### src/rtl/regfile_mp_if.sv
// Bus bundle for regfile_mp: clear, write ports, read ports and the collision flag.
// There is no handshake: every write with wr_en high commits at the next edge, and reads never stall.
interface regfile_mp_if #(
    parameter int WIDTH  = 4,
    parameter int ADDR_W = 2,
    parameter int NREAD  = 2,
    parameter int NWRITE = 2
);
    logic                     clr;
    logic [NWRITE-1:0]        wr_en;
    logic [NWRITE*ADDR_W-1:0] wr_addr;
    logic [NWRITE*WIDTH-1:0]  wr_data;
    logic [NREAD*ADDR_W-1:0]  rd_addr;
    logic [NREAD*WIDTH-1:0]   rd_data;
    logic                     collision;

    modport master (
        output clr, wr_en, wr_addr, wr_data, rd_addr,
        input  rd_data, collision
    );

    modport slave (
        input  clr, wr_en, wr_addr, wr_data, rd_addr,
        output rd_data, collision
    );
endinterface

### src/rtl/regfile_mp.sv
// Flop-based multi-port register file with priority writes, optional write-to-read bypass,
// optional registered read, synchronous clear and a registered write-collision flag.
module regfile_mp #(
    parameter int               WIDTH    = 4,
    parameter int               DEPTH    = 4,
    parameter int               ADDR_W   = 2,
    parameter int               NREAD    = 2,
    parameter int               NWRITE   = 2,
    parameter int               BYPASS   = 1,
    parameter int               READ_LAT = 0,
    parameter logic [WIDTH-1:0] INIT     = '0
) (
    input logic          real_clk,
    input logic          real_rst,
    regfile_mp_if.slave  bus
);

    logic [WIDTH-1:0]       mem     [DEPTH];
    logic [WIDTH-1:0]       mem_nxt [DEPTH];
    logic [NWRITE-1:0]      wr_ok;
    logic                   collision_q;
    logic                   collision_nxt;
    logic [NREAD*WIDTH-1:0] rd_v;

    function automatic logic in_range(input logic [ADDR_W-1:0] a);
        return int'(a) < DEPTH;
    endfunction

    // A write port only counts (for commit, bypass and collision) when enabled and in range.
    always_comb begin
        wr_ok = '0;
        for (int k = 0; k < NWRITE; k++)
            wr_ok[k] = bus.wr_en[k] && in_range(bus.wr_addr[k*ADDR_W +: ADDR_W]);
    end

    // Later ports overwrite earlier ones, so the highest-index matching port wins.
    always_comb begin
        for (int e = 0; e < DEPTH; e++) begin
            mem_nxt[e] = mem[e];
            for (int k = 0; k < NWRITE; k++)
                if (wr_ok[k] && bus.wr_addr[k*ADDR_W +: ADDR_W] == ADDR_W'(e))
                    mem_nxt[e] = bus.wr_data[k*WIDTH +: WIDTH];
            if (bus.clr)
                mem_nxt[e] = INIT;
        end
    end

    always_comb begin
        collision_nxt = 1'b0;
        for (int i = 0; i < NWRITE; i++)
            for (int j = i + 1; j < NWRITE; j++)
                if (wr_ok[i] && wr_ok[j] &&
                    bus.wr_addr[i*ADDR_W +: ADDR_W] == bus.wr_addr[j*ADDR_W +: ADDR_W])
                    collision_nxt = 1'b1;
    end

    // Out-of-range read addresses match no entry and no valid write, so they return 0.
    always_comb begin
        rd_v = '0;
        for (int j = 0; j < NREAD; j++) begin
            for (int e = 0; e < DEPTH; e++)
                if (bus.rd_addr[j*ADDR_W +: ADDR_W] == ADDR_W'(e))
                    rd_v[j*WIDTH +: WIDTH] = mem[e];
            if (BYPASS != 0 && !bus.clr)
                for (int k = 0; k < NWRITE; k++)
                    if (wr_ok[k] &&
                        bus.wr_addr[k*ADDR_W +: ADDR_W] == bus.rd_addr[j*ADDR_W +: ADDR_W])
                        rd_v[j*WIDTH +: WIDTH] = bus.wr_data[k*WIDTH +: WIDTH];
        end
    end

    always_ff @(posedge real_clk or posedge real_rst) begin
        if (real_rst) begin
            for (int e = 0; e < DEPTH; e++)
                mem[e] <= INIT;
            collision_q <= 1'b0;
        end else begin
            mem         <= mem_nxt;
            collision_q <= collision_nxt;
        end
    end

    assign bus.collision = collision_q;

    generate
        if (READ_LAT != 0) begin : g_rd_reg
            logic [NREAD*WIDTH-1:0] rd_q;
            always_ff @(posedge real_clk or posedge real_rst) begin
                if (real_rst)
                    rd_q <= '0;
                else
                    rd_q <= rd_v;
            end
            assign bus.rd_data = rd_q;
        end else begin : g_rd_comb
            assign bus.rd_data = rd_v;
        end
    endgenerate

endmodule

### src/flat_wrapper.sv
// flat-port wrapper written by rule: the top's interface ports become plain ports
module regfile_mp_flat 
#(
    parameter int               WIDTH    = 4,
    parameter int               DEPTH    = 4,
    parameter int               ADDR_W   = 2,
    parameter int               NREAD    = 2,
    parameter int               NWRITE   = 2,
    parameter int               BYPASS   = 1,
    parameter int               READ_LAT = 0,
    parameter logic [WIDTH-1:0] INIT     = '0
)
  (real_clk, real_rst, bus_clr, bus_wr_en, bus_wr_addr, bus_wr_data, bus_rd_addr, bus_rd_data, bus_collision);
  regfile_mp_if #(.WIDTH(WIDTH), .ADDR_W(ADDR_W), .NREAD(NREAD), .NWRITE(NWRITE)) bus_i ();
  input logic real_clk;
  input logic real_rst;
  input wire logic [$bits(bus_i.clr)-1:0] bus_clr;
  input wire logic [$bits(bus_i.wr_en)-1:0] bus_wr_en;
  input wire logic [$bits(bus_i.wr_addr)-1:0] bus_wr_addr;
  input wire logic [$bits(bus_i.wr_data)-1:0] bus_wr_data;
  input wire logic [$bits(bus_i.rd_addr)-1:0] bus_rd_addr;
  output wire logic [$bits(bus_i.rd_data)-1:0] bus_rd_data;
  output wire logic [$bits(bus_i.collision)-1:0] bus_collision;
  assign bus_i.clr = bus_clr;
  assign bus_i.wr_en = bus_wr_en;
  assign bus_i.wr_addr = bus_wr_addr;
  assign bus_i.wr_data = bus_wr_data;
  assign bus_i.rd_addr = bus_rd_addr;
  assign bus_rd_data = bus_i.rd_data;
  assign bus_collision = bus_i.collision;
  regfile_mp #(.WIDTH(WIDTH), .DEPTH(DEPTH), .ADDR_W(ADDR_W), .NREAD(NREAD), .NWRITE(NWRITE), .BYPASS(BYPASS), .READ_LAT(READ_LAT), .INIT(INIT)) u_core (.real_clk(real_clk), .real_rst(real_rst), .bus(bus_i));
endmodule
### config.mk
export PLATFORM = sky130hd
export DESIGN_NAME = regfile_mp_flat
export DESIGN_NICKNAME = d
export VERILOG_FILES = /design/src/rtl/regfile_mp_if.sv /design/src/rtl/regfile_mp.sv /design/src/flat_wrapper.sv
export SDC_FILE = /design/constraint.sdc
export NUM_CORES = 1
export LEC_CHECK = 0
export ABC_AREA = 1
export ABC_CLOCK_PERIOD_IN_PS = 1420
export CELL_PAD_IN_SITES_DETAIL_PLACEMENT = 1
export CELL_PAD_IN_SITES_GLOBAL_PLACEMENT = 2
export CORE_MARGIN = 8
export CORE_UTILIZATION = 29
export DETAILED_ROUTE_END_ITERATION = 8
export GPL_TIMING_DRIVEN = 0
export PLACE_DENSITY_LB_ADDON = 0.1
export SYNTH_ARGS = -nofsm -noshare
export SYNTH_HDL_FRONTEND = slang
export SYNTH_SLANG_ARGS = --single-unit
### constraint.sdc
create_clock -name real_clk -period 1.42 [get_ports real_clk]
set_input_delay 0.284 -clock real_clk [delete_from_list [all_inputs] [get_ports real_clk]]
set_output_delay 0.284 -clock real_clk [all_outputs]
set_load 0.02 [all_outputs]
==> impl_metrics.yaml, run 1 <==
hold_path:
  worst_hold_path_type: "input pin to flip-flop"
  holdPathEnd: "u_core.bus.collision$_DFF_PP0_"
  timing.hold.worst.start: "bus_wr_en[0]"
  min_delay_path_depth: 3
synth:
  synth_seq_area_share_pct: 24.89
  synth_most_common_cell: "nand2_1"
  synth_area_leaders: "dfrtp_1, nand3_1, nand2_1"
  most_area_hungry_cell_type_in_the_yosys_netlist: "dfrtp_1"
  yosysWarnings: 0
  synth_largest_type_area_fraction_pct: 24.89
  synthesis.area_per_instance_um2: 6.782
  synth-adder-area-share_pct: 0
  portion_of_netlist_area_occupied_by_mux_cells_pct: 0
  largest_family_of_logic_cells_by_synthesized_area: "simple AND/OR/NAND/NOR gates"
  netlist_top_cells_count: "nand2_1, inv_1, nand3_1, a21oi_1, o21ai_0"
  post_synth_and_or_nand_nor_area_fraction_pct: 33.24
  ys_seq_elements: 17
  asyncSetResetFlopFracSynth_pct: 100.0
  synth-edff-count: 0
  synth_cells: 252
  mappedNetlistNets: 273
  netlist_area_um2: 1709
  ys.flop_type: "dfrtp_1"
  synth-xor-area-share_pct: 3.367
  synth_compound_gate_area_share_pct: 26.87
  synth.distinct_cells: 29
die:
  core_um2: 5816
  floorplan.die_area_um2: 8606
  design.portCount: 30
  start_util_pct: 29.39
  placementRows: 28
  floorplan.die.width_um: 92.77
  die-height_um: 92.77
power_and_ir_drop:
  power_density_nw_per_um2: 730.0
  power_leakage_nw: 1.150
  switching_share_pct: 41.74
  share_of_total_power_in_the_clock_network_pct: 21.8
  p_int_w: 0.001082
  power.ir.vdd_worst_mv: 0.3282
  power_frac_seq_pct: 31.0
  power.share.combinational_pct: 47.2
  switching_power_w: 0.0007751
setup_path:
  path_cells: "nand3_2 -> nand3_4 -> nand2_1 -> nand2_1 -> nand3_2 -> a21oi_4 -> buf_6"
  cp_data_arrival_time_ps: 1430
  cp-start-kind: "flip-flop"
  cp_top_family: "simple AND/OR/NAND/NOR gates"
  worst_r2r_path_depth: 3
  crit_path_top_delay_cell: "dfrtp_1"
  rr_endpoint: "u_core.mem[4]$_DFFE_PP0P_"
  timing.critical_path.fanout_max: 3
  r2r-start: "u_core.mem[4]$_DFFE_PP0P_"
  critical_path_class: "flip-flop to output pin"
  biggest_cell_delay_along_the_critical_path_ps: 420
  rrSetupSlack_ps: 620
  cp-end-kind: "output pin"
  critical_path_required_ps: 1140
  critPathBufInv: 1
timing:
  final-setup-viol-count: 8
  fin_crit_sh_pct: 120.6
  top_achievable_clock_speed_mhz: 584.1
  accumulated_negative_setup_slack_ps: -1978
  maxSlewHeadroom_pct: 50.37
  hold_violations_final: 0
  transition_time_of_the_tightest_slew_check_pin_ps: 743.6
  layout_min_cycle_time_ps: 1712
  final.setup_skew_ps: 0
  postLayoutSetupSlackWorst_ps: -292.2
  grt_setup_unrepaired: "yes"
  timing.final.max_slew_violations: 0
route:
  detailroute.via_count: 1976
  drt-initial-drc-count: 94
  detail_route.first_pass.iterations: 4
  antenna_violating_nets_post_route: 0
  postRouteWirelength_um: 7255
  drc: 0
  routed_via_density: 5.312
  routedWlPerCell_um: 19.50
clock_tree:
  numCtsBuffers: 3
  cts.root.buffer_cell: "clkbuf_8"
  clock_tree_from_tritoncts: "yes"
  insertion_delay_ps: 260
  h-tree-depth: 1
  post_cts_hold_buffers: 0
  clk_transition_reported_paths_ps: 90
  max-clock-path-buffers: 2
  cts.sinks: 17
placement:
  dp_worst_setup_slack_ps: -1248
  gpl.final_weighted_congestion: 0.7932
  buffer_ports.inserted: 25
  hpwlAfterDp_um: 5247
grt:
  grt_pass1_vias: 2089
  antenna_found_initial: 0
  grt.total_usage_pct: 17.58
  maximum_number_of_pins_on_one_net_before_global_route_repair: 18
  grt_pass1_wl_um: 11690
  overflow: 0
final_layout:
  nets: 319
  multiInputGateArea_um2: 1383
  layout-drive-gt1-share_pct: 39.73
  total_area_of_sequential_cells_um2: 426.7
  area_growth_pct: 48.83
  n_antenna_cell: 0
  fillCellCount: 754
run_status:
  violations: "negative setup slack"
  outcome: "finished with violations"
job:
  max_cap_viol_count: 0
[worst reg2reg max path: cells and delay by family (launching register included)]
kind / cells / cell delay [ps]
DFF: 1 / 430
buffers and inverters: 2 / 190
AOI/OAI and AO/OA: 1 / 70
[worst max-delay path by stage]
stage	slack, ps	end	cells after the start	from
after CTS	-280	bus_rd_data[2]	7	u_core.mem[6]$_DFFE_PP0P_
after floorplan	-40	bus_rd_data[5]	6	bus_wr_addr[0]
after detailed placement	-1250	bus_rd_data[5]	6	bus_clr
final	-290	bus_rd_data[2]	7	u_core.mem[6]$_DFFE_PP0P_
after global routing	-370	bus_rd_data[2]	6	u_core.mem[10]$_DFFE_PP0P_
after global placement	-1250	bus_rd_data[2]	10	bus_rd_addr[1]
[power groups by stage]
| stage | registers [W] | clock network [W] | logic (W) |
|---|---|---|---|
| after floorplan | 0.000563 | 0 | 0.000452 |
| after global placement | 0.000574 | 0 | 0.000712 |
| after detailed placement | 0.000576 | 0 | 0.000717 |
| after CTS | 0.000570 | 0.000415 | 0.000810 |
| after global routing | 0.000582 | 0.000427 | 0.000959 |
| final | 0.000576 | 0.000405 | 0.000876 |
[logic make-up (layout without fill, tap and decap cells)]
| family | after synthesis | in the layout |
|---|---|---|
| xor gates and xnor gates | 4 | 4 |
| DFF | 17 | 17 |
| buffers and inverters | 46 | 91 |
| and+or+nand+nor | 114 | 114 |
| AOI/OAI and AO/OA | 71 | 71 |
[registers in the layout, summed over array words and instances, names as in the netlist]
register              flops
u_core.bus.collision      1
u_core.mem               16
[what timing repair did]
action / 4_1_cts / 5_1_grt
pin swaps: 19 / 18
buffers inserted: 10 / 4
resized for setup: 125 / 36
endpoints found under the setup margin: 24 / 8
gates cloned: 2 / 0
[layout make-up]
cell class | count | share of cell area, %
clock inverters | 1 | 0.2951
multi-input cells | 189 | 54.35
plain buffers | 9 | 3.886
repair buffers | 41 | 13.67
well taps | 75 | 3.689
flip-flops and latches | 17 | 16.77
clock buffers | 3 | 1.623
inverters | 37 | 5.706
[cell usage in the layout, fill, tap and decap left out]
| cell | count |
|---|---|
| inv_4 | 1 |
| clkbuf_8 | 3 |
| xnor2_4 | 3 |
| o21ai_0 | 12 |
| nand2_2 | 7 |
| a21oi_2 | 3 |
| nor2_4 | 4 |
| dfrtp_2 | 1 |
| buf_4 | 15 |
| o22ai_1 | 1 |
| clkinvlp_4 | 2 |
| o21ai_1 | 5 |
| inv_2 | 7 |
| dfrtp_1 | 16 |
| nand3_2 | 18 |
| nand2_4 | 6 |
| buf_12 | 2 |
| o211ai_4 | 2 |
| buf_2 | 9 |
| a21oi_4 | 5 |
| o211ai_1 | 16 |
| nor2_2 | 1 |
| nand3_4 | 5 |
| nor4_1 | 1 |
| nand2_1 | 34 |
| nand4_1 | 8 |
| xnor2_1 | 1 |
| clkdlybuf4s50_1 | 5 |
| nor2_1 | 15 |
| o211ai_2 | 2 |
| a21oi_1 | 16 |
| inv_1 | 28 |
| o21ai_2 | 9 |
| dlygate4sd2_1 | 6 |
| buf_6 | 13 |
| nand3_1 | 15 |
[through the flow]
stage | std cells | area (µm²) | utilization, % | total power [W] | hold slack (ps)
5_1_grt | 372 | 2544 | 43.74 | 0.001968 | 322.5
2_1_floorplan | 252 | 1747 | - | 0.001014 | 210.1
3_5_place_dp | 352 | 2091 | 35.95 | 0.001292 | 546.8
6_report | 372 | 2544 | 43.74 | 0.001857 | 295.5
4_1_cts | 368 | 2390 | 41.09 | 0.001795 | 387.0
3_3_place_gp | 352 | 2091 | 35.95 | 0.001285 | 535.0
[routing by layer]
| metal | track usage [%] | wire length, µm |
|---|---|---|
| met1 | 23.08 | 3567 |
| met2 | 29.23 | 3337 |
| met3 | 2.670 | 232 |
| met4 | 4.295 | 118 |
| met5 | 0 | 0 |
Power figures use the tool's default switching activity.
==> inputs of run 2 (changes only) <==
==> constraint.sdc (replaced) <==
create_clock -name real_clk -period 1.42 [get_ports real_clk]
set_input_delay 0.284 -clock real_clk [delete_from_list [all_inputs] [get_ports real_clk]]
set_output_delay 0.284 -clock real_clk [all_outputs]
set_load 0.005 [all_outputs]
==> impl_metrics.yaml, run 2 (synthesized netlist as in run 1, its figures left out) <==
run_status:
  outcome: "finished with violations"
  violations: "negative setup slack"
route:
  drt-initial-drc-count: 80
  drc: 0
  routed_via_density: 5.204
  postRouteWirelength_um: 7258
  detailroute.via_count: 2019
  detail_route.first_pass.iterations: 4
  antenna_violating_nets_post_route: 0
  routedWlPerCell_um: 18.71
timing:
  finalHoldWorstSlack_ps: 325.8
  fin_crit_sh_pct: 116.6
  final-setup-viol-count: 8
  grt_setup_unrepaired: "yes"
  postLayoutSetupSlackWorst_ps: -235.9
  top_achievable_clock_speed_mhz: 603.9
  maxSlewHeadroom_pct: 54.54
  transition_time_of_the_tightest_slew_check_pin_ps: 681.2
  accumulated_negative_setup_slack_ps: -1684
  layout_min_cycle_time_ps: 1656
  timing.final.max_slew_violations: 0
  final.setup_skew_ps: 0
  hold_violations_final: 0
power_and_ir_drop:
  power_leakage_nw: 1.239
  power_density_nw_per_um2: 681.8
  power.ir.vdd_worst_mv: 0.4210
clock_tree:
  cts.sinks: 17
  max-clock-path-buffers: 2
  h-tree-depth: 1
  post_cts_hold_buffers: 0
  clk_transition_reported_paths_ps: 80
  clock_tree_from_tritoncts: "yes"
  insertion_delay_ps: 250
  numCtsBuffers: 3
  cts.root.buffer_cell: "clkbuf_8"
setup_path:
  biggest_cell_delay_along_the_critical_path_ps: 400
  critical_path_class: "flip-flop to output pin"
  crit_path_top_delay_cell: "dfrtp_1"
  critical_path_required_ps: 1140
  cp-end-kind: "output pin"
  cp_data_arrival_time_ps: 1370
  path_cells: "buf_6 -> nand3_2 -> nand3_2 -> nand2_1 -> nand2_2 -> nand3_2 -> a21oi_2 -> buf_2"
  timing.critical_path.fanout_max: 2
  path_common_cell: "nand3_2"
  cp-start-kind: "flip-flop"
placement:
  buffer_ports.inserted: 25
  dp_worst_setup_slack_ps: -1131
  gpl.final_weighted_congestion: 0.8077
  post_dp_cell_area_um2: 2053
  hpwlAfterDp_um: 5054
job:
  max_cap_viol_count: 0
final_layout:
  max_flop_register: "u_core.mem"
  layout-drive-gt1-share_pct: 43.13
  area_growth_pct: 53.88
  number_of_flip_flops_in_the_largest_register: 16
  mostFrequentLayoutCell: "nand2_1"
  mostFrequentLayoutCells: "nand2_1, buf_4, inv_1"
  nets: 335
  n_antenna_cell: 0
  post_route_design_area_um2: 2630
grt:
  grt_pass1_wl_um: 11300
  grt_pass1_vias: 2087
  overflow: 0
  antenna_found_initial: 0
  maximum_number_of_pins_on_one_net_before_global_route_repair: 18
  grt.total_usage_pct: 16.55
hold_path:
  worst_hold_path_type: "input pin to flip-flop"
die:
  die-height_um: 92.77
  floorplan.die_area_um2: 8606
  core_um2: 5816
  start_util_pct: 29.39
  design.portCount: 30
  floorplan.die.width_um: 92.77
  placementRows: 28
[run 2: cell types whose count changed in the layout (fill, tap and decap cells not counted), moves of 2 or more]
cell	delta
a21oi_1	+4
a21oi_4	-5
buf_2	+2
buf_4	+15
buf_6	-5
buf_8	+3
nand3_1	-6
nand3_2	+7
nor2_4	-2
[run 2: metrics by stage]
step	total power [W]	instances	utilization [%]
2_1_floorplan	0.0009445	252	-
3_3_place_gp	0.001216	352	35.31
3_5_place_dp	0.001217	352	35.31
4_1_cts	0.001717	376	42.13
5_1_grt	0.001901	388	45.22
6_report	0.001793	388	45.22
[run 2: worst max-delay path, delay by kind of cell, from the launching register on]
kind | cells | cell delay (ps)
simple gates | 5 | 360
compound gates | 1 | 120
flops | 1 | 400
buf+inv | 2 | 240
[run 2: worst paths after layout]
path,start,endpoint,slack [ps],cells after the start
max,u_core.mem[11]$_DFFE_PP0P_,bus_rd_data[7],-240,8
min,bus_wr_en[0],u_core.bus.collision$_DFF_PP0_,330,3
max reg2reg,u_core.mem[4]$_DFFE_PP0P_,u_core.mem[4]$_DFFE_PP0P_,590,3
min reg2reg,u_core.mem[3]$_DFFE_PP0P_,u_core.mem[3]$_DFFE_PP0P_,580,2
max in group asynchronous,real_rst,u_core.mem[1]$_DFFE_PP0P_,560,2
min in group asynchronous,real_rst,u_core.mem[12]$_DFFE_PP0P_,420,2
[run 2: per-layer routing]
| metal | up-vias | wire [µm] | GRT usage (%) |
|---|---|---|---|
| li1 | 990 | - | - |
| met1 | 976 | 3334 | 22.06 |
| met2 | 45 | 3516 | 28.11 |
| met3 | 8 | 324 | 2.104 |
| met4 | 0 | 82 | 2.550 |
| met5 | - | 0 | 0 |
[run 2: cell type report]
| class | count | area, µm² |
|---|---|---|
| Sequential cell | 17 | 425.4 |
| Clock buffer | 3 | 41.29 |
| Multi-Input combinational cell | 189 | 1350 |
| Inverter | 37 | 145.1 |
| Buffer | 9 | 97.59 |
| Clock inverter | 1 | 7.507 |
| Tap cell | 75 | 93.84 |
| Fill cell | 767 | 3186 |
| Timing Repair Buffer | 57 | 469.2 |
[run 2: repair_timing]
action / 4_1_cts / 5_1_grt
resized for setup: 129 / 24
gates cloned: 1 / 0
hold endpoints to repair: 0 / 0
setup endpoints to repair: 24 / 8
pin swaps: 26 / 22
setup buffers: 19 / 12
[run 2: power by group]
group          switching [W]  total (W)  internal, W  leakage, nW
Clock               0.000190   0.000388     0.000198       0.0217
Sequential         0.0000492   0.000580     0.000531        0.220
Combinational       0.000470   0.000825     0.000355        0.997
==> inputs of run 3 (changes only) <==
--- a/config.mk
+++ b/config.mk
@@ -14,6 +14,8 @@
 export DETAILED_ROUTE_END_ITERATION = 8
 export GPL_TIMING_DRIVEN = 0
 export PLACE_DENSITY_LB_ADDON = 0.1
+export REMOVE_ABC_BUFFERS = 1
+export SETUP_SLACK_MARGIN = 0.2
 export SYNTH_ARGS = -nofsm -noshare
 export SYNTH_HDL_FRONTEND = slang
 export SYNTH_SLANG_ARGS = --single-unit
==> impl_metrics.yaml, run 3 (synthesized netlist as in run 1, its figures left out) <==
run_status:
  outcome: "finished with violations"
  violations: "negative setup slack"
setup_path:
  cp_top_family: "flip-flops"
  biggest_cell_delay_along_the_critical_path_ps: 400
  timing.critical_path.fanout_max: 2
  critical_path_class: "flip-flop to output pin"
  cp-start-kind: "flip-flop"
  critPathBufInv: 2
  cp-end-kind: "output pin"
  critical_path_required_ps: 1140
  cp_data_arrival_time_ps: 1420
  path_cells: "buf_6 -> nand3_2 -> nand3_2 -> nand2_1 -> nand2_1 -> nand3_1 -> a21oi_1 -> buf_2"
  crit_path_top_delay_cell: "dfrtp_1"
timing:
  fin_crit_sh_pct: 119.7
  final-setup-viol-count: 8
  grt_setup_unrepaired: "yes"
  hold_violations_final: 0
  layout_min_cycle_time_ps: 1699
  timing.final.max_slew_violations: 0
  accumulated_negative_setup_slack_ps: -1612
  transition_time_of_the_tightest_slew_check_pin_ps: 732.7
  finalHoldWorstSlack_ps: 293.2
  maxSlewHeadroom_pct: 51.10
  final.setup_skew_ps: 0
  top_achievable_clock_speed_mhz: 588.5
  postLayoutSetupSlackWorst_ps: -279.3
clock_tree:
  cts.root.buffer_cell: "clkbuf_8"
  clock_tree_from_tritoncts: "yes"
  clk_transition_reported_paths_ps: 80
  max-clock-path-buffers: 2
  h-tree-depth: 1
  numCtsBuffers: 3
  insertion_delay_ps: 260
  cts.sinks: 17
die:
  design.portCount: 30
  core_um2: 5816
  placementRows: 28
  floorplan.die.width_um: 92.77
  start_util_pct: 29.39
  die-height_um: 92.77
  floorplan.die_area_um2: 8606
grt:
  globalRouteMet2Util_pct: 27.57
  grt.total_usage_pct: 16.68
  antenna_found_initial: 0
  overflow: 0
  grt_pass1_vias: 2011
  globalRouteMet3Util_pct: 2.832
  global_route.usage.met1_pct: 21.79
  grt_pass1_wl_um: 11210
  gr-max-usage-layer: "met2"
  maximum_number_of_pins_on_one_net_before_global_route_repair: 30
final_layout:
  nets: 314
  post_route_design_area_um2: 2286
  fillCellCount: 750
  area_growth_pct: 33.75
  n_antenna_cell: 0
  mostFrequentLayoutCell: "nand2_1"
  number_of_flip_flops_in_the_largest_register: 16
  max_flop_register: "u_core.mem"
  layout-drive-gt1-share_pct: 32.53
  mostFrequentLayoutCells: "nand2_1, inv_1, a21oi_1"
  layoutNonFillerInstCount: 367
route:
  routed_via_density: 5.166
  routedWlPerCell_um: 18.43
  detailroute.via_count: 1896
  antenna_violating_nets_post_route: 0
  drt-initial-drc-count: 67
  detail_route.first_pass.iterations: 4
  drc: 0
  postRouteWirelength_um: 6764
hold_path:
  worst_hold_path_type: "input pin to flip-flop"
power_and_ir_drop:
  power_leakage_nw: 1.082
  report.power.total_w: 0.001671
  power_density_nw_per_um2: 731.0
  power.ir.vdd_worst_mv: 0.3022
placement:
  post_dp_cell_area_um2: 2033
  buffer_ports.inserted: 29
  hpwlAfterDp_um: 4880
  gpl.final_weighted_congestion: 0.8541
  placed_cells_incl_taps: 347
job:
  max_cap_viol_count: 0
-- run 3: per-stage QoR --
stage / util, % / setup WS [ps]
5_1_grt: 39.31 / -385.4
3_5_place_dp: 34.96 / -1776
3_3_place_gp: 34.96 / -1785
2_1_floorplan: - / 187.7
6_report: 39.31 / -279.3
4_1_cts: 38.55 / -301.6
-- run 3: area by class of cell --
| type | instances | area (µm²) | area share [%] |
|---|---|---|---|
| repair buffers | 45 | 346.6 | 15.16 |
| well taps | 75 | 93.84 | 4.105 |
| inverters | 37 | 142.6 | 6.240 |
| clock buffers | 3 | 41.29 | 1.806 |
| clock inverters | 1 | 5.005 | 0.2189 |
| multi-input cells | 189 | 1231 | 53.86 |
| flip-flops and latches | 17 | 425.4 | 18.61 |
-- run 3: metal layers --
layer  vias up  wire (µm)
li1        948          -
met1       913       3279
met2        27       3226
met3         8        187
met4         0         71
met5         -          0
-- run 3: worst paths after layout --
| path | startpoint | cells after the start | slack [ps] | endpoint |
|---|---|---|---|---|
| min in group asynchronous | real_rst | 2 | 440 | u_core.mem[7]$_DFFE_PP0P_ |
| setup reg to reg | u_core.mem[11]$_DFFE_PP0P_ | 4 | 500 | u_core.mem[11]$_DFFE_PP0P_ |
| hold reg to reg | u_core.mem[1]$_DFFE_PP0P_ | 2 | 550 | u_core.mem[1]$_DFFE_PP0P_ |
| hold / removal | bus_wr_en[0] | 3 | 290 | u_core.bus.collision$_DFF_PP0_ |
| setup / recovery | u_core.mem[11]$_DFFE_PP0P_ | 8 | -280 | bus_rd_data[7] |
| max in group asynchronous | real_rst | 2 | 520 | u_core.mem[2]$_DFFE_PP0P_ |
-- run 3: timing repair --
action	in CTS	in global routing
pin swaps	31	18
setup endpoints to repair	26	18
resized for setup	132	10
hold buffers	0	0
setup buffers	13	3
-- run 3: report_power, final --
group,switching [W],internal [W]
logic,0.000420,0.000282
registers,0.0000375,0.000531
clock network,0.000205,0.000196
total,0.000663,0.00101
-- run 3: tightest hold or removal path: cells and delay by family --
family	cells	cell delay, ps
AND/OR/NAND/NOR	2	100
buffers and inverters	1	140
